==> src/rtl/io_input_periph_if.sv <==
// LSU-side register bus of the input peripheral: one-cycle read/write strobes,
// registered read data with a matching valid.
interface io_input_periph_if;
    logic [3:0]  i_addr;
    logic        i_rd_en;
    logic        i_wr_en;
    logic [31:0] i_wdata;
    logic [31:0] o_rdata;
    logic        o_rvalid;

    modport master (
        output i_addr, i_rd_en, i_wr_en, i_wdata,
        input  o_rdata, o_rvalid
    );

    modport slave (
        input  i_addr, i_rd_en, i_wr_en, i_wdata,
        output o_rdata, o_rvalid
    );
endinterface

==> src/rtl/io_input_periph.sv <==
// Switch/button input peripheral: synchronises sw/btn, debounces buttons, latches press
// events (W1C). Optional mask register and interrupt output under `define IO_IRQ_EN.
module io_input_periph #(
    parameter int DEBOUNCE_CYC = 4,
    parameter int SYNC_STAGES  = 2
) (
    input  logic               i_clk,
    input  logic               i_rst_n,
    input  logic [31:0]        i_io_sw,
    input  logic [31:0]        i_io_btn,
    io_input_periph_if.slave   bus,
    output logic               o_irq
);

    localparam int                CNT_W    = $clog2(DEBOUNCE_CYC + 1);
    localparam logic [CNT_W-1:0]  CNT_LAST = CNT_W'(DEBOUNCE_CYC - 1);

    localparam logic [1:0] SEL_SW    = 2'b00;
    localparam logic [1:0] SEL_BTN   = 2'b01;
    localparam logic [1:0] SEL_EVENT = 2'b10;
    localparam logic [1:0] SEL_MASK  = 2'b11;

    logic [31:0]      sw_p  [SYNC_STAGES];
    logic [31:0]      btn_p [SYNC_STAGES];
    logic [31:0]      sw_sync;
    logic [31:0]      btn_sync;
    logic [CNT_W-1:0] cnt_q [32];
    logic [31:0]      stable_q;
    logic [31:0]      evt_q;
    logic [31:0]      differ;
    logic [31:0]      done;
    logic [31:0]      rise;
    logic [31:0]      mask_rd;
    logic [31:0]      evt_clr;
    logic [31:0]      rd_mux;
    logic [31:0]      rdata_p1;
    logic             rd_vld_p1;
    logic [1:0]       sel;
    logic             unused_addr;

    assign sel         = bus.i_addr[3:2];
    assign unused_addr = ^bus.i_addr[1:0];

    // Synchroniser chains: the last stage is the only one the rest of the logic sees
    always_ff @(posedge i_clk or negedge i_rst_n) begin
        if (!i_rst_n) begin
            for (int s = 0; s < SYNC_STAGES; s++) begin
                sw_p[s]  <= '0;
                btn_p[s] <= '0;
            end
        end else begin
            sw_p[0]  <= i_io_sw;
            btn_p[0] <= i_io_btn;
            for (int s = 1; s < SYNC_STAGES; s++) begin
                sw_p[s]  <= sw_p[s-1];
                btn_p[s] <= btn_p[s-1];
            end
        end
    end

    assign sw_sync  = sw_p[SYNC_STAGES-1];
    assign btn_sync = btn_p[SYNC_STAGES-1];

    // A bit commits on the edge its counter reaches the last step while still differing
    assign differ = btn_sync ^ stable_q;

    always_comb begin
        done = '0;
        for (int i = 0; i < 32; i++)
            done[i] = differ[i] && (cnt_q[i] == CNT_LAST);
    end

    assign rise = done & btn_sync;

    always_ff @(posedge i_clk or negedge i_rst_n) begin
        if (!i_rst_n) begin
            stable_q <= '0;
            for (int i = 0; i < 32; i++)
                cnt_q[i] <= '0;
        end else begin
            for (int i = 0; i < 32; i++) begin
                if (!differ[i]) begin
                    cnt_q[i] <= '0;
                end else if (done[i]) begin
                    stable_q[i] <= btn_sync[i];
                    cnt_q[i]    <= '0;
                end else begin
                    cnt_q[i] <= cnt_q[i] + CNT_W'(1);
                end
            end
        end
    end

    // Set is OR-ed in after the clear so a same-cycle press survives the W1C
    assign evt_clr = (bus.i_wr_en && sel == SEL_EVENT) ? bus.i_wdata : '0;

    always_ff @(posedge i_clk or negedge i_rst_n) begin
        if (!i_rst_n)
            evt_q <= '0;
        else
            evt_q <= (evt_q & ~evt_clr) | rise;
    end

`ifdef IO_IRQ_EN
    logic [31:0] mask_q;
    logic        irq_p1;

    always_ff @(posedge i_clk or negedge i_rst_n) begin
        if (!i_rst_n) begin
            mask_q <= '0;
            irq_p1 <= 1'b0;
        end else begin
            if (bus.i_wr_en && sel == SEL_MASK)
                mask_q <= bus.i_wdata;
            irq_p1 <= |(evt_q & mask_q);
        end
    end

    assign mask_rd = mask_q;
    assign o_irq   = irq_p1;
`else
    assign mask_rd = '0;
    assign o_irq   = 1'b0;
`endif

    always_comb begin
        rd_mux = '0;
        case (sel)
            SEL_SW:    rd_mux = sw_sync;
            SEL_BTN:   rd_mux = stable_q;
            SEL_EVENT: rd_mux = evt_q;
            SEL_MASK:  rd_mux = mask_rd;
            default:   rd_mux = '0;
        endcase
    end

    // Read stage: data samples pre-write state, held until the next read
    always_ff @(posedge i_clk or negedge i_rst_n) begin
        if (!i_rst_n) begin
            rdata_p1  <= '0;
            rd_vld_p1 <= 1'b0;
        end else begin
            rd_vld_p1 <= bus.i_rd_en;
            if (bus.i_rd_en)
                rdata_p1 <= rd_mux;
        end
    end

    assign bus.o_rdata  = rdata_p1;
    assign bus.o_rvalid = rd_vld_p1;

endmodule

==> src/flat_wrapper.sv <==
// flat-port wrapper written by rule: the top's interface ports become plain ports
module io_input_periph_flat 
#(
    parameter int DEBOUNCE_CYC = 4,
    parameter int SYNC_STAGES  = 2
)
  (i_clk, i_rst_n, i_io_sw, i_io_btn, o_irq, bus_i_addr, bus_i_rd_en, bus_i_wr_en, bus_i_wdata, bus_o_rdata, bus_o_rvalid);
  io_input_periph_if bus_i ();
  input  logic i_clk;
  input  logic i_rst_n;
  input  logic [31:0] i_io_sw;
  input  logic [31:0] i_io_btn;
  output logic o_irq;
  input wire logic [$bits(bus_i.i_addr)-1:0] bus_i_addr;
  input wire logic [$bits(bus_i.i_rd_en)-1:0] bus_i_rd_en;
  input wire logic [$bits(bus_i.i_wr_en)-1:0] bus_i_wr_en;
  input wire logic [$bits(bus_i.i_wdata)-1:0] bus_i_wdata;
  output wire logic [$bits(bus_i.o_rdata)-1:0] bus_o_rdata;
  output wire logic [$bits(bus_i.o_rvalid)-1:0] bus_o_rvalid;
  assign bus_i.i_addr = bus_i_addr;
  assign bus_i.i_rd_en = bus_i_rd_en;
  assign bus_i.i_wr_en = bus_i_wr_en;
  assign bus_i.i_wdata = bus_i_wdata;
  assign bus_o_rdata = bus_i.o_rdata;
  assign bus_o_rvalid = bus_i.o_rvalid;
  io_input_periph #(.DEBOUNCE_CYC(DEBOUNCE_CYC), .SYNC_STAGES(SYNC_STAGES)) u_core (.i_clk(i_clk), .i_rst_n(i_rst_n), .i_io_sw(i_io_sw), .i_io_btn(i_io_btn), .bus(bus_i), .o_irq(o_irq));
endmodule
==> config.mk <==
export PLATFORM = sky130hd
export DESIGN_NAME = io_input_periph_flat
export DESIGN_NICKNAME = d
export VERILOG_FILES = /design/src/rtl/io_input_periph_if.sv /design/src/rtl/io_input_periph.sv /design/src/flat_wrapper.sv
export SDC_FILE = /design/constraint.sdc
export NUM_CORES = 1
export LEC_CHECK = 0
export BUFFER_PORTS_ARGS = -buffer_cell sky130_fd_sc_hd__buf_2
export CAP_MARGIN = 5
export CORE_UTILIZATION = 45
export CTS_BUF_LIST = sky130_fd_sc_hd__clkbuf_2
export DETAILED_ROUTE_END_ITERATION = 10
export PLACE_DENSITY = 0.66
export SYNTH_ARGS = -nofsm -noshare
export SYNTH_HDL_FRONTEND = slang
export SYNTH_SLANG_ARGS = --single-unit
==> constraint.sdc <==
create_clock -name i_clk -period 1.4 [get_ports i_clk]
set_input_delay 0.07 -clock i_clk [delete_from_list [all_inputs] [get_ports i_clk]]
set_output_delay 0.07 -clock i_clk [all_outputs]
set_load 0.01 [all_outputs]
==> out/metrics.csv <==
metric,value,unit
dominant cell type by area after synthesis,dfrtp_1,
CTS Buf Count,83,
drt wl/cell,15.5,microns
Rows,58,
CTS tree,built,
Levels on crit path,1,
dominant cells by area after synthesis,"dfrtp_1 (68%), nand4b_1 (4.7%), nor3b_1 (3.8%), ha_1 (3.4%), mux2_2 (3.1%)",
final setup margin,-0.0635,ns
crit path buf inv count,1,
proportion of layout cells with a drive suffix above 1,0.258,
HP Class,in2reg,
Final Setup Violations,22,
Setup crit start kind,register,
yosys warns,0,
initial antenna violation count,2,
leakage power,7.49,nW
R2R Path Start,u_core.cnt_q[18]$_DFF_PN0_,
Setup crit end,bus_o_rdata[25],
failing checks,negative setup slack,
Synth Area per Inst,14.7,sq um
crit path DAT,1.39,ns
grt ovf,0,
R2R setup slack,0.08,ns
WP data required,1.33,ns
I/O pins,138,
Iter 0 DRT Violations,355,
WS Path Type,reg2out,
P per Cell Area,1510,mW/mm^2
clk root buf,clkbuf_2,
status,"finished, violations left",
largest net degree at the start of global routing,66,
reg-to-reg endpoint,u_core.stable_q[25]$_DFFE_PN0P_,
"Seq/Total Area, Yosys",0.680,
H-tree Lvls,3,
die height,164,microns
worst path cell trace,buf_6,
Post-Place Setup Slack,0.0844,ns
CTS max path bufs,3,
post-synthesis net count,939,
WHS,0.217,ns
worst clock skew,0.0532,ns
share of the synthesized area in the top cell type,0.680,
maximum VDD drop,791,uV
Worst-path clk slew,0.10,ns
Tot Pwr,24.2,mW
DP HPWL,13300,microns
Initial Util,0.464,
cells on worst reg2reg path,3,
min cycle time layout,1.46,ns
Cells after Synth,803,
Die ar.,0.0269,sq mm
first-pass GRT wire length,41000,microns
Cell variety after synth,19,
RSZ-0062 raised after global routing,yes,
Final Hold Viols,0,
clk sink count,321,
First-pass DRT Iterations,4,
vias in the first global route,8628,
crit-path leading delay family,flip-flops,
"Slew Viols, Final",0,
Tot GR Track Use,0.195,
Crit Path Max Fanout,2,
"Cell Area, Placed",0.0131,sq mm
FMAX,683,MHz
Core Region,0.0255,sq mm
Layout area overhead,35.4,%
cell area after layout,0.0160,sq mm
Yosys reg bits,321,
final wirelength,24900,microns
Tcrit/Tclk final,1.05,
worst-skew pair later-pin latency,0.83,ns
width of the die,164,microns
CP max stage cell,dfrtp_1,
CP max stage delay,0.43,ns
Avg Vias per Cell,4.94,
Mapped Area,0.0118,sq mm
GP Congestion,0.709,
Port Buffer Count,134,
Detail Route Antenna Nets,0,
Final nets,1362,
number of remaining DRC errors,0,
DR vias,7947,
critical path startpoint,u_core.bus.o_rdata[25]$_DFFE_PN0P_,
max capacitance violation total,0,
Setup TNS,-0.623,ns
Setup crit end kind,primary output,
-- through the flow --
| stage | util | cells |
|---|---|---|
| 4_1_cts | 0.623 | 1598 |
| 5_1_grt | 0.628 | 1609 |
| 3_3_place_gp | 0.512 | 1253 |
| 3_5_place_dp | 0.512 | 1253 |
| 6_report | 0.628 | 1609 |
| 2_1_floorplan | - | 803 |
-- area by class of cell --
class,count,area [sq um]
Fill cell,1924,9480
Sequential cell,321,8030
Clock inverter,23,144
Clock buffer,113,566
Tap cell,330,413
Multi-Input combinational cell,386,3390
Inverter,64,240
Timing Repair Buffer,370,3200
Antenna cell,2,5.00
-- timing repair --
item / CTS / global route
resized for setup: 8 / 12
hold buffers: 199 / 0
endpoints found under the hold margin: 450 / 0
setup buffers: 10 / 9
setup endpoints to repair: 33 / 40
-- cell usage in the layout (no fill, tap or decap), types with 2 or more instances in the layout --
master         instances
o221ai_1              32
inv_1                 64
diode_2                2
buf_2                120
nor2b_2                7
mux2_2                32
dfrtp_1              321
nor2b_1               29
nor3b_1               60
ha_1                  32
dlygate4sd3_1        199
buf_12                14
nor3_1                32
clkinv_1              18
xnor2_1               32
buf_6                 12
buf_4                 24
bufinv_16              2
a32o_1                32
nand4b_1              64
mux2i_1               32
clkbuf_2             113
-- cell usage after synthesis (all sizes together) --
cell type and instances:
nand2b 1, nor2b 36, xnor2 32, a32o 32, conb 1, clkbuf 6
nor3b 60, mux2 32, ha 32, nand4b 64, buf 26, o221ai 32
nor3 32, dfrtp 321, inv 64, mux2i 32
-- power breakdown --
part	internal [mW]	switching (mW)
clock network	2.52	3.60
logic	3.12	2.34
registers	11.3	1.33
-- cell families (layout without fill, tap and decap cells) --
family                     after synthesis  count (layout)  share of synthesized area
buffers and inverters                   96             570                     0.0348
and+or+nand+nor                        193             193                      0.119
xor gates and xnor gates                32              32                     0.0237
adders and majority gates               32              32                     0.0339
muxes                                   64              64                     0.0576
other                                    1               3                   0.000317
DFF                                    321             321                      0.680
AOI/OAI and AO/OA                       64              64                     0.0508
-- registers in the layout, summed over array words and instances, names as in the netlist --
name,flops
u_core.stable_q,32
u_core.sw_p,32
u_core.bus.o_rdata,32
u_core.cnt_q,96
u_core.sw_sync,32
u_core.btn_sync,32
u_core.btn_p,32
u_core.bus.o_rvalid,1
u_core.evt_q,32
-- how the worst min path moves through the flow --
stage                     slack, ns  cells after the start                             end   startpoint
final                          0.22                      3   u_core.bus.o_rvalid$_DFF_PN0_  bus_i_rd_en
after global routing           0.13                      3   u_core.bus.o_rvalid$_DFF_PN0_  bus_i_rd_en
after CTS                      0.13                      3   u_core.bus.o_rvalid$_DFF_PN0_  bus_i_rd_en
after detailed placement       0.04                      1  u_core.stable_q[6]$_DFFE_PN0P_      i_rst_n
after global placement         0.04                      1       u_core.evt_q[6]$_DFF_PN0_      i_rst_n
after floorplan               -0.23                      0      u_core.btn_p[32]$_DFF_PN0_      i_rst_n
-- per-layer routing --
metal,part of all wire,global-route usage,vias to the layer above
met5,0,0,-
met4,0.025,0.0867,0
met3,0.046,0.0457,51
met2,0.49,0.327,189
met1,0.44,0.240,3920
li1,-,-,3787
No activity file was read; power rests on OpenSTA's default activity.
